**src/rtl/lfsr_period_meter_if.sv**
```systemverilog
// Bundle for lfsr_period_meter: the observed LFSR taps/state, the start request and
// the measurement results.
//   master : drives taps, lfsr_in and start; receives busy, done, valid, timeout, period
//   slave  : the meter itself
// Optional: LFSR_PERIOD_MAXLEN_EN adds the maxlen result flag.
interface lfsr_period_meter_if #(
   parameter int unsigned LFSRSIZE = 8
);
   logic [LFSRSIZE-1:0] taps;
   logic [LFSRSIZE-1:0] lfsr_in;
   logic                start;
   logic                busy;
   logic                done;
   logic                valid;
   logic                timeout;
   logic [LFSRSIZE:0]   period;
`ifdef LFSR_PERIOD_MAXLEN_EN
   logic                maxlen;
`endif

`ifdef LFSR_PERIOD_MAXLEN_EN
   modport master (
      output taps, lfsr_in, start,
      input  busy, done, valid, timeout, period, maxlen
   );
   modport slave (
      input  taps, lfsr_in, start,
      output busy, done, valid, timeout, period, maxlen
   );
`else
   modport master (
      output taps, lfsr_in, start,
      input  busy, done, valid, timeout, period
   );
   modport slave (
      input  taps, lfsr_in, start,
      output busy, done, valid, timeout, period
   );
`endif
endinterface

```
**src/rtl/lfsr_period_meter.sv**
```systemverilog
// lfsr_period_meter: measures the period of an LFSR sequence on request. After start
// (and a settle delay) it captures the current LFSR state as a reference and counts
// cycles until that state recurs, or reports a timeout after 2^LFSRSIZE counts.
// A change of the taps bus restarts the measurement, since the LFSR re-initialises.
// Ports:
//   clk  : clock, all logic on posedge
//   rst  : synchronous active-high reset
//   bus  : lfsr_period_meter_if slave modport
//          taps, lfsr_in (observed LFSR), start (request, sampled only when idle),
//          busy, done (1-cycle pulse), valid, timeout, period (0 on timeout)
// Optional feature: define LFSR_PERIOD_MAXLEN_EN to add bus.maxlen, set with the result
// when the period equals 2^LFSRSIZE-1 (maximal length) and cleared on start.
module lfsr_period_meter #(
   parameter int unsigned LFSRSIZE = 8,
   parameter int unsigned SETTLE   = 2
) (
   input logic                clk,
   input logic                rst,
   lfsr_period_meter_if.slave bus
);

   localparam int unsigned CW       = LFSRSIZE + 1;
   localparam int unsigned SW       = (SETTLE > 1) ? $clog2(SETTLE + 1) : 1;
   localparam logic [SW-1:0] SettleLd = SW'(SETTLE);
   localparam logic [CW-1:0] CntMax   = {1'b1, {LFSRSIZE{1'b0}}};
`ifdef LFSR_PERIOD_MAXLEN_EN
   localparam logic [CW-1:0] MaxLenPeriod = {1'b0, {LFSRSIZE{1'b1}}};
`endif

   typedef enum logic [1:0] {StIdle, StSettle, StArm, StCount} state_e;

   state_e              state_q;
   logic [LFSRSIZE-1:0] taps_q;
   logic [SW-1:0]       scnt_q;
   logic [CW-1:0]       cnt_q;
   logic [LFSRSIZE-1:0] ref_q;
   logic                done_q;
   logic                valid_q;
   logic                timeout_q;
   logic [CW-1:0]       period_q;
`ifdef LFSR_PERIOD_MAXLEN_EN
   logic                maxlen_q;
`endif

   logic tchg;
   assign tchg = (bus.taps != taps_q);

   always_ff @(posedge clk) begin
      if (rst) begin
         state_q   <= StIdle;
         taps_q    <= '0;
         scnt_q    <= '0;
         cnt_q     <= '0;
         ref_q     <= '0;
         done_q    <= 1'b0;
         valid_q   <= 1'b0;
         timeout_q <= 1'b0;
         period_q  <= '0;
`ifdef LFSR_PERIOD_MAXLEN_EN
         maxlen_q  <= 1'b0;
`endif
      end else begin
         taps_q <= bus.taps;
         done_q <= 1'b0;
         // A taps change while measuring means the LFSR restarted: begin again,
         // discarding the partial count. This wins over a same-cycle match.
         if ((state_q != StIdle) && tchg) begin
            state_q <= StSettle;
            scnt_q  <= SettleLd;
         end else begin
            unique case (state_q)
               StIdle: begin
                  if (bus.start) begin
                     state_q   <= StSettle;
                     scnt_q    <= SettleLd;
                     valid_q   <= 1'b0;
                     timeout_q <= 1'b0;
`ifdef LFSR_PERIOD_MAXLEN_EN
                     maxlen_q  <= 1'b0;
`endif
                  end
               end
               StSettle: begin
                  if (scnt_q == '0) begin
                     state_q <= StArm;
                  end else begin
                     scnt_q <= scnt_q - SW'(1);
                  end
               end
               StArm: begin
                  ref_q   <= bus.lfsr_in;
                  cnt_q   <= CW'(1);
                  state_q <= StCount;
               end
               StCount: begin
                  if (bus.lfsr_in == ref_q) begin
                     period_q  <= cnt_q;
                     valid_q   <= 1'b1;
                     timeout_q <= 1'b0;
                     done_q    <= 1'b1;
                     state_q   <= StIdle;
`ifdef LFSR_PERIOD_MAXLEN_EN
                     maxlen_q  <= (cnt_q == MaxLenPeriod);
`endif
                  end else if (cnt_q == CntMax) begin
                     // Reference is off-cycle (non-invertible taps): it never recurs.
                     period_q  <= '0;
                     valid_q   <= 1'b1;
                     timeout_q <= 1'b1;
                     done_q    <= 1'b1;
                     state_q   <= StIdle;
`ifdef LFSR_PERIOD_MAXLEN_EN
                     maxlen_q  <= 1'b0;
`endif
                  end else begin
                     cnt_q <= cnt_q + CW'(1);
                  end
               end
            endcase
         end
      end
   end

   assign bus.busy    = (state_q != StIdle);
   assign bus.done    = done_q;
   assign bus.valid   = valid_q;
   assign bus.timeout = timeout_q;
   assign bus.period  = period_q;
`ifdef LFSR_PERIOD_MAXLEN_EN
   assign bus.maxlen  = maxlen_q;
`endif

endmodule
```
**src/flat_wrapper.sv**
```systemverilog
// flat-port wrapper written by rule: the top's interface ports become plain ports
module lfsr_period_meter_flat 
#(
   parameter int unsigned LFSRSIZE = 8,
   parameter int unsigned SETTLE   = 2
)
  (clk, rst, bus_taps, bus_lfsr_in, bus_start, bus_busy, bus_done, bus_valid, bus_timeout, bus_period);
  lfsr_period_meter_if #(.LFSRSIZE(LFSRSIZE)) bus_i ();
  input logic clk;
  input logic rst;
  input wire logic [$bits(bus_i.taps)-1:0] bus_taps;
  input wire logic [$bits(bus_i.lfsr_in)-1:0] bus_lfsr_in;
  input wire logic [$bits(bus_i.start)-1:0] bus_start;
  output wire logic [$bits(bus_i.busy)-1:0] bus_busy;
  output wire logic [$bits(bus_i.done)-1:0] bus_done;
  output wire logic [$bits(bus_i.valid)-1:0] bus_valid;
  output wire logic [$bits(bus_i.timeout)-1:0] bus_timeout;
  output wire logic [$bits(bus_i.period)-1:0] bus_period;
  assign bus_i.taps = bus_taps;
  assign bus_i.lfsr_in = bus_lfsr_in;
  assign bus_i.start = bus_start;
  assign bus_busy = bus_i.busy;
  assign bus_done = bus_i.done;
  assign bus_valid = bus_i.valid;
  assign bus_timeout = bus_i.timeout;
  assign bus_period = bus_i.period;
  lfsr_period_meter #(.LFSRSIZE(LFSRSIZE), .SETTLE(SETTLE)) u_core (.clk(clk), .rst(rst), .bus(bus_i));
endmodule
```
**config.mk**
```make
export PLATFORM = sky130hd
export DESIGN_NAME = lfsr_period_meter_flat
export DESIGN_NICKNAME = d
export VERILOG_FILES = /design/src/rtl/lfsr_period_meter_if.sv /design/src/rtl/lfsr_period_meter.sv /design/src/flat_wrapper.sv
export SDC_FILE = /design/constraint.sdc
export NUM_CORES = 1
export LEC_CHECK = 0
export ABC_AREA = 1
export CAP_MARGIN = 0
export CORE_AREA = 2 2 66 68
export CTS_BUF_LIST = sky130_fd_sc_hd__clkbuf_4
export CTS_CLUSTER_DIAMETER = 60
export DETAILED_ROUTE_END_ITERATION = 6
export DIE_AREA = 0 0 68 70
export DONT_BUFFER_PORTS = 1
export MAX_ROUTING_LAYER = met4
export PLACE_DENSITY = 0.75
export SYNTH_ARGS = -nofsm -noshare
export SYNTH_HDL_FRONTEND = slang
export SYNTH_SLANG_ARGS = --single-unit
```
**constraint.sdc**
```tcl
create_clock -name clk -period 1.7 [get_ports clk]
set_input_delay 0.51 -clock clk [delete_from_list [all_inputs] [get_ports clk]]
set_output_delay 0.51 -clock clk [all_outputs]
set_load 0.05 [all_outputs]
```
==> results.sh, run 1 <==
export IMPL_htreeDepth=2
export IMPL_hold_path_depth=1
export IMPL_globalRouteOverflowTotal=0
export IMPL_cp_data_required_time_ps=1190
export IMPL_place_gp_congestion=0.896
export IMPL_yosysMostFrequentCell="nor2_1"
export IMPL_slowest_stage="dfxtp_2"
export IMPL_antenna_found_initial=0
export IMPL_dp_hpwl_mm=3.05
export IMPL_async_flop_share=0
export IMPL_cp_end_kind="output pin"
export IMPL_setup_slack_ps=66.6
export IMPL_yosysTopAreaCell="dfxtp_1"
export IMPL_grt_usage=0.195
export IMPL_maxCapViolations=0
export IMPL_critical_path_class="reg -> out"
export IMPL_num_vias=1834
export IMPL_worst_pin_slew_ps=513
export IMPL_root_buffer="clkbuf_4"
export IMPL_min_period_over_period=0.961
export IMPL_fin_setup_tns_ps=0
export IMPL_synthTopCellsByCount="nor2_1 (68), nand2_1 (59), dfxtp_1 (41), inv_1 (41), o21ai_0 (15)"
export IMPL_report_final_slew_viol_count=0
export IMPL_numCtsBuffers=5
export IMPL_fin_nets=350
export IMPL_critical_path_buf_inv_count=3
export IMPL_hp_start="rst"
export IMPL_ff2ff_path_depth=10
export IMPL_ys_ff_latch=41
export IMPL_setup_viol=0
export IMPL_netlist_area_um2=2170
export IMPL_grt_pass1_vias=1681
export IMPL_die_h_um=70
export IMPL_min_to="u_core.cnt_q[6]"
export IMPL_synth_fp_nets=337
export IMPL_synth_area_leaders="dfxtp_1 (38%), nor2_1 (12%), nand2_1 (10%), inv_1 (7.1%), xnor2_1 (4.8%)"
export IMPL_slew_headroom=0.657
export IMPL_synthFlopType="dfxtp_1"
export IMPL_status="finished, final reports clean"
export IMPL_fp_coreArea_um2=4140
export IMPL_grt_pass1_wl_mm=7.04
export IMPL_antenna_diode_count=0
export IMPL_drive_gt1_frac=0.142
export IMPL_crit_family="flip-flops"
export IMPL_viasPerCell=4.89
export IMPL_arrival_ps=1120
export IMPL_grt_max_degree=21
export IMPL_period_needed_ps=1630
export IMPL_crit_path_start_kind="register"
export IMPL_path_cells="inv_2 -> ha_4 -> clkinvlp_4 -> buf_8"
export IMPL_final_antenna_net_count=0
export IMPL_synth_avg_cell_area_um2=6.99
export IMPL_rr_startpoint="u_core.state_q[0]"
export IMPL_clock_sinks=41
export IMPL_start_util=0.523
export IMPL_yosysTopAreaCellShare=0.379
export IMPL_yosysWarnings=0
export IMPL_powerDensity_nw_per_um2=1170
export IMPL_synthCells=310
export IMPL_dr_pass1_iters=4
export IMPL_routedWlPerCell_um=11.0
export IMPL_cts_clk_slew_worst_paths_ps=120
export IMPL_r2r_end="u_core.state_q[0]"
export IMPL_pin_count=32
export IMPL_die_area_um2=4760
export IMPL_hold_path_class="in -> reg"
export IMPL_io_buffers=0
export IMPL_rows=24
export IMPL_vdd_ir_drop_worst_mv=0.492
export IMPL_initialDrtViolationCount=72
export IMPL_finalClockSkew_ps=17.7
export IMPL_dpl_worst_slack_ps=55.2
export IMPL_clk_insertion_delay_late_ps=350
export IMPL_crit_fanout=2
export IMPL_grt_setup_unrepaired="false"
export IMPL_totalWireLength_mm=4.11
export IMPL_p_leak_nw=1.02
export IMPL_die_w_um=68
export IMPL_clock_fmax_mhz=612
export IMPL_r2r_slack_ps=140
export IMPL_cpPeakStageDelay_ps=340
export IMPL_ctsLongestPathBuffers=2
export IMPL_tritoncts="built"
export IMPL_synth_edff_count=0
export IMPL_ys_seq_area_frac=0.379
export IMPL_finalHoldViolCount=0
export IMPL_hold_buffers=0
export IMPL_drc=0
export IMPL_area_delta_synth_final_pct=10.2
export IMPL_ys_types=27
## area by class of cell
cell class	instances	area, um2
clock buffer	5	37.5
clock inverter	2	35.0
fill	405	1760
inverter	44	176
multi-input combinational	219	1150
sequential	41	823
tap	52	65.1
timing repair buffer	12	97.6
## cell usage in the layout, fill, tap and decap left out, types with 3 or more instances in the layout
cell      count
a21oi_1      10
a21oi_2       3
buf_4        11
clkbuf_4      5
dfxtp_1      39
ha_1          7
inv_1        38
inv_2         3
nand2_1      59
nand2_2       3
nand2_4       5
nand3_1      13
nand4_1       4
nor2_1       67
nor3_1        5
o21ai_0      14
o21ai_1       5
xnor2_1      12
## cells by family after synthesis
logic type / synth area share
xor gates and xnor gates: 0.0566
adders and majority gates: 0.0462
and+or+nand+nor: 0.322
AOI/OAI and AO/OA: 0.101
DFF: 0.379
buffers and inverters: 0.0958
## per-stage QoR
stage / hold slack, ps / instances / total power, mW / area, um2 / utilization
after floorplan: 443 / 310 / 1.89 / 2170 / -
after global placement: 456 / 360 / 2.04 / 2230 / 0.538
after detailed placement: 462 / 360 / 2.06 / 2230 / 0.538
after CTS: 193 / 370 / 2.75 / 2340 / 0.565
after global routing: 178 / 375 / 3.01 / 2390 / 0.576
final: 205 / 375 / 2.79 / 2390 / 0.576
## metal layers
layer | up-vias | GRT usage | wire length (um) | part of all wire
li1 | 978 | - | - | -
met1 | 798 | 0.230 | 1880 | 0.46
met2 | 52 | 0.309 | 1890 | 0.46
met3 | 6 | 0.0628 | 278 | 0.068
met4 | 0 | 0.0644 | 55 | 0.013
met5 | - | - | 0 | 0
## worst reg2reg max path, cell delays in order, from the launching register on
cell,delay [ps]
dfxtp_2,340
buf_4,140
ha_1,230
inv_2,160
nor2_1,90
nand2_1,120
nand3_1,130
nand2_1,90
nand3_1,60
nand2_1,70
inv_1,40
## power by group
| part | leakage (nW) | switching (mW) | internal, mW | total, mW |
|---|---|---|---|---|
| Combinational | 0.641 | 0.584 | 0.418 | 1.00 |
| Sequential | 0.335 | 0.111 | 1.08 | 1.19 |
| Clock | 0.0410 | 0.303 | 0.300 | 0.603 |
| Total | 1.02 | 0.998 | 1.80 | 2.79 |
## repair_timing
action / in CTS / in global routing
cloned: 0 / 0
setup endpoints to repair: 1 / 5
buffers inserted: 3 / 5
pin swaps: 0 / 2
resized for setup: 7 / 4
## state kept, by name, indices dropped and copies added, names as in the netlist
signal / flops
u_core.bus.valid: 1
u_core.bus.done: 1
u_core.taps_q: 8
u_core.cnt_q: 9
u_core.state_q: 2
u_core.ref_q: 8
u_core.bus.timeout: 1
u_core.scnt_q: 2
u_core.bus.period: 9
## worst max-delay path by stage
stage,depth (start not counted),from,end,slack (ps)
finish,4,u_core.state_q[0],bus_busy,70
floorplan,8,u_core.state_q[0],u_core.scnt_q[0],30
global placement,8,bus_taps[7],u_core.cnt_q[2],70
CTS,4,u_core.state_q[1],bus_busy,30
global route,4,u_core.state_q[1],bus_busy,0.7
detailed placement,8,bus_taps[0],u_core.cnt_q[2],60
Power figures use the tool's default switching activity.
==> run 2: changes to the inputs <==
Settings changed: CELL_PAD_IN_SITES_DETAIL_PLACEMENT from default to 1, CELL_PAD_IN_SITES_GLOBAL_PLACEMENT from default to 1, CORE_AREA 2 2 66 68 to 2 2 71 73, DIE_AREA 0 0 68 70 to 0 0 73 75, PLACE_DENSITY 0.75 to 0.86.
==> run 2 against run 1 <==
Effect of this change:
- via count up 4.1%
- final cell count up 0.27%
- global-route usage up 1.8 points
- combinational power about the same
- clock-buffer cell count up 1
- sequential power about the same
- sequential cell count unchanged
- clock power up 5.6%
- sequential share of layout area down 0.057 points
- cell area up 0.47%
- critical path type unchanged
==> results.sh, run 2 (synthesized netlist as in run 1, its figures left out) <==
export IMPL_status="finished, final reports clean"
export IMPL_hold_path_class="in -> reg"
export IMPL_viasPerCell=5.08
export IMPL_arrival_ps=1170
export IMPL_dp_hpwl_mm=3.65
export IMPL_final_common_cell="nor2_1"
export IMPL_path_cells="inv_4 -> ha_4 -> clkinvlp_4 -> buf_6"
export IMPL_slew_headroom=0.651
export IMPL_fin_area_um2=2400
export IMPL_num_vias=1910
export IMPL_dp_cells=365
export IMPL_fin_nets=348
export IMPL_pin_count=32
export IMPL_tritoncts="built"
export IMPL_critical_path_class="reg -> out"
export IMPL_die_w_um=73
export IMPL_rows=25
export IMPL_powerDensity_nw_per_um2=1180
export IMPL_grt_usage=0.213
export IMPL_totalWireLength_mm=4.92
export IMPL_period_needed_ps=1680
export IMPL_final_cells=376
export IMPL_crit_path_start_kind="register"
export IMPL_vdd_ir_drop_worst_mv=0.687
export IMPL_cpPeakStageDelay_ps=360
export IMPL_cts_clk_slew_worst_paths_ps=120
export IMPL_slowest_stage="dfxtp_2"
export IMPL_die_h_um=75
export IMPL_grt_max_degree=21
export IMPL_io_buffers=0
export IMPL_routedWlPerCell_um=13.1
export IMPL_r2r_slack_ps=130
export IMPL_fp_coreArea_um2=4660
export IMPL_crit_family="flip-flops"
export IMPL_grt_setup_unrepaired="true"
export IMPL_report_final_slew_viol_count=0
export IMPL_finalClockSkew_ps=8.62
export IMPL_r2r_end="u_core.cnt_q[3]"
export IMPL_min_period_over_period=0.987
export IMPL_hold_path_depth=1
export IMPL_antenna_diode_count=0
export IMPL_maxCapViolations=0
export IMPL_initialDrtViolationCount=101
export IMPL_rr_startpoint="u_core.cnt_q[0]"
export IMPL_numCtsBuffers=5
export IMPL_hp_start="rst"
export IMPL_antenna_found_initial=0
export IMPL_drc=0
export IMPL_grt_pass1_wl_mm=8.73
export IMPL_drive_gt1_frac=0.165
export IMPL_place_gp_congestion=0.860
export IMPL_ff2ff_path_depth=10
export IMPL_grt_pass1_vias=1953
export IMPL_crit_fanout=4
export IMPL_p_leak_nw=1.01
export IMPL_postPlaceCellArea_um2=2250
export IMPL_cp_end_kind="output pin"
export IMPL_area_delta_synth_final_pct=10.7
export IMPL_start_util=0.465
export IMPL_globalRouteOverflowTotal=0
export IMPL_dr_pass1_iters=4
export IMPL_worst_pin_slew_ps=523
export IMPL_critical_path_buf_inv_count=3
export IMPL_ctsLongestPathBuffers=2
export IMPL_root_buffer="clkbuf_4"
export IMPL_holdWs_ps=201
export IMPL_finalHoldViolCount=0
export IMPL_clk_insertion_delay_late_ps=350
export IMPL_clock_fmax_mhz=596
export IMPL_htreeDepth=2
export IMPL_final_antenna_net_count=0
export IMPL_layout_common_cells="nor2_1 (64), nand2_1 (58), inv_1 (37), dfxtp_1 (37), o21ai_0 (14)"
export IMPL_clock_sinks=41
export IMPL_cp_data_required_time_ps=1190
export IMPL_die_area_um2=5480
export IMPL_min_to="u_core.cnt_q[4]"
export IMPL_setup_viol=0
-- run 2: cell count changes in the layout (fill, tap and decap cells not counted), moves of 2 or more --
cell / previous run / this run
nor2_1: 67 / 64
nor2_2: 2 / 5
buf_4: 11 / 9
dfxtp_1: 39 / 37
dfxtp_2: 2 / 4
-- run 2: where the power goes --
part | switching, mW | internal [mW]
logic | 0.620 | 0.390
clock network | 0.315 | 0.322
registers | 0.115 | 1.08
total | 1.05 | 1.79
-- run 2: cell type report --
class	instances	area, um2
Fill cell	603	2260
Multi-Input combinational cell	219	1170
Sequential cell	41	826
Inverter	44	176
Timing Repair Buffer	10	78.8
Tap cell	54	67.6
Clock buffer	6	45.0
Clock inverter	2	33.8
-- run 2: timing repair --
action,CTS,global route
buffers inserted,2,1
pin swaps,1,2
endpoints found under the setup margin,1,23
hold buffers,0,0
gates cloned,0,0
gates resized for setup,8,11
-- run 2: worst max-delay path by stage --
stage	from	end	slack [ps]	depth (start not counted)
final	u_core.state_q[1]	bus_busy	20	4
after floorplan	u_core.state_q[0]	u_core.scnt_q[0]	30	8
after CTS	u_core.state_q[0]	bus_busy	5	4
after detailed placement	bus_lfsr_in[2]	u_core.state_q[0]	-7	10
after global placement	bus_lfsr_in[2]	u_core.bus.timeout	60	9
after global routing	u_core.state_q[0]	bus_busy	-40	4
-- run 2: layer usage --
metal / GRT usage / up-vias / wire (um)
met5: - / - / 0
met4: 0.0679 / 0 / 81
met3: 0.0442 / 8 / 207
met2: 0.358 / 37 / 2490
met1: 0.254 / 882 / 2150
li1: - / 983 / -
-- run 2: per-stage QoR --
| stage | power, mW | utilization | worst slack, ps | TNS (ps) |
|---|---|---|---|---|
| after floorplan | 1.89 | - | 33.1 | 0 |
| after global placement | 2.08 | 0.483 | 60.2 | 0 |
| after detailed placement | 2.12 | 0.483 | -7.05 | -7.05 |
| after CTS | 2.84 | 0.508 | 4.56 | 0 |
| after global routing | 3.06 | 0.515 | -40.0 | -67.5 |
| final | 2.84 | 0.515 | 21.3 | 0 |
==> variant, RTL diff (flow settings as in run 2) <==
`SETTLE` is set to 2 in 2 places; all go to 1.
--- a/src/rtl/lfsr_period_meter.sv
+++ b/src/rtl/lfsr_period_meter.sv
@@ -14,3 +14,3 @@
    parameter int unsigned LFSRSIZE = 8,
-   parameter int unsigned SETTLE   = 2
+   parameter int unsigned SETTLE   = 1
 ) (
--- a/src/flat_wrapper.sv
+++ b/src/flat_wrapper.sv
@@ -4,3 +4,3 @@
    parameter int unsigned LFSRSIZE = 8,
-   parameter int unsigned SETTLE   = 2
+   parameter int unsigned SETTLE   = 1
 )
Function: changed (a bounded check fails within 10 cycles, from zero or initial values and one cycle with rst high).
==> variant against run 2 <==
- routed wire length rose by 11%
- power rose by 8.6%
- first-iteration DRC count fell by 30%
- the flow now finishes with violations (negative setup slack)
- setup slack got worse by 28 ps
- final area rose by 0.83%
- utilization rose by 0.43 points
- sequential cell count fell by 1
- area after synthesis fell by 1.2%
- combinational power rose by 47%
==> variant: results (changes against run 2) <==
- Worst setup slack for register-to-register paths: 90 ps (-40 ps)
- GR met2 Demand/Resource: 38.0% (+2.2 points)
* IR Drop Worst-Case VDD: 0.717 mV (+4.5%)
* Sum of negative setup slack: -6.82 ps (-6.82 ps)
- Setup violators final: 1 (+1)
* Biggest area contributors in the synthesized netlist: dfxtp_1 37%, nand2_1 13%, nor2_1 7.2%
- Post-placement cell area: 2290 sq um (+1.5%)
- Failing checks: negative setup slack
* Reg2reg end: u_core.cnt_q[1]
* Count of sequential standard cells: 40 (-2.4%)
* Layout clock area frac: 2.07% (-1.2 points)
- Number of non-filler instances in the completed layout: 377 (+0.27%)
- Largest net degree at the start of global routing: 26 (+24%)
- The transition time at the pin with the least slew margin was 550 ps (+27.3 ps).
* Post-CTS Setup Bufs: 5 (+3)
- The synthesized netlist net count came to 331 (-1.8%).
- The static leakage came to 0.000998 uW (-1.5%).
- Final RePlAce weighted congestion: 0.774 (-10%)
- First-iteration detailed-routing DRC count: 71 (-30%)
- The final-layout clock buffer total came to 5 (-1).
* Worst setup slack after layout: -6.82 ps (-28.1 ps)
- The adder-cell share of the synthesized area was 4.09% (-0.53 points).
* Final-layout non-clock buffer area share: 6.72% (+3.4 points)
- Sequential fraction of the synthesis area: 37.4% (-0.49 points)
- Area of the multi-input gates: 1200 sq um (+2.3%)
- Overall track demand over capacity in global routing: 22.2% (+0.97 points)
- The total number of vias was 1942 (+1.7%).
- Fraction of synthesized cell area in xor and xnor cells: 6.54% (+0.88 points)
- Launch instance of the worst register-to-register path: u_core.state_q[0]
- The compound-gate portion of the synthesized area was 9.87% (-0.23 points).
* Outcome: finished, violations left
* Power per cell area: 1280 nW/um^2 (+7.7%)
- Fraction of met3 tracks used by global routing: 4.02% (-0.40 points)
- Mean routed wirelength per cell: 14.5 um (+11%)
* Vias in the first global route: 1984 (+1.6%)
- The number of nets in the layout is 349 (+0.29%).
- By count the netlist is led by 76 x nand2_1, 41 x nor2_1, 40 x dfxtp_1.
- Seq area share: 33.4% (-1.1 points)
- Arrival time of data at the critical path endpoint: 1200 ps (+30 ps)
- First-pass GRT wire length: 9.07 mm (+3.9%)
- Met1 usage in global routing: 27.0% (+1.6 points)
- The largest clock skew in the final design came to 11.0 ps (+2.33 ps).
- The number of placed instances, taps included is 364 (-0.27%).
- Detailed placer's ending HPWL: 4.08 mm (+12%)
- The count of plain and timing-repair buffers is 19 (+9).
-- variant: cell count changes in the layout (fill, tap and decap cells not counted), sizes merged, moves of 2 or more --
cell | run 2 | this run
nor2 | 69 | 44
nand3b | 0 | 2
nand3 | 14 | 30
xor2 | 2 | 6
o21ai | 21 | 11
inv | 42 | 31
xnor2 | 12 | 10
buf | 10 | 19
a21oi | 14 | 23
nand2 | 67 | 85
nand4 | 4 | 2
-- variant: power breakdown --
| part | switching (uW) | total (uW) | internal (uW) | leakage [uW] |
|---|---|---|---|---|
| Combinational | 846 | 1480 | 637 | 0.000644 |
| Clock | 312 | 463 | 151 | 0.0000271 |
| Sequential | 90.3 | 1140 | 1050 | 0.000327 |
| Total | 1250 | 3090 | 1840 | 0.000998 |
-- variant: critical path: cells and delay by family, from the launching register on --
kind,cells,cell delay (ps)
buf+inv,3,340
flops,1,350
fa+ha+maj,1,160
-- variant: metal layers --
metal	routed length, um	part of all wire [%]
met3	212	3.9
met4	76	1.4
met1	2480	45
met2	2700	49
met5	0	0
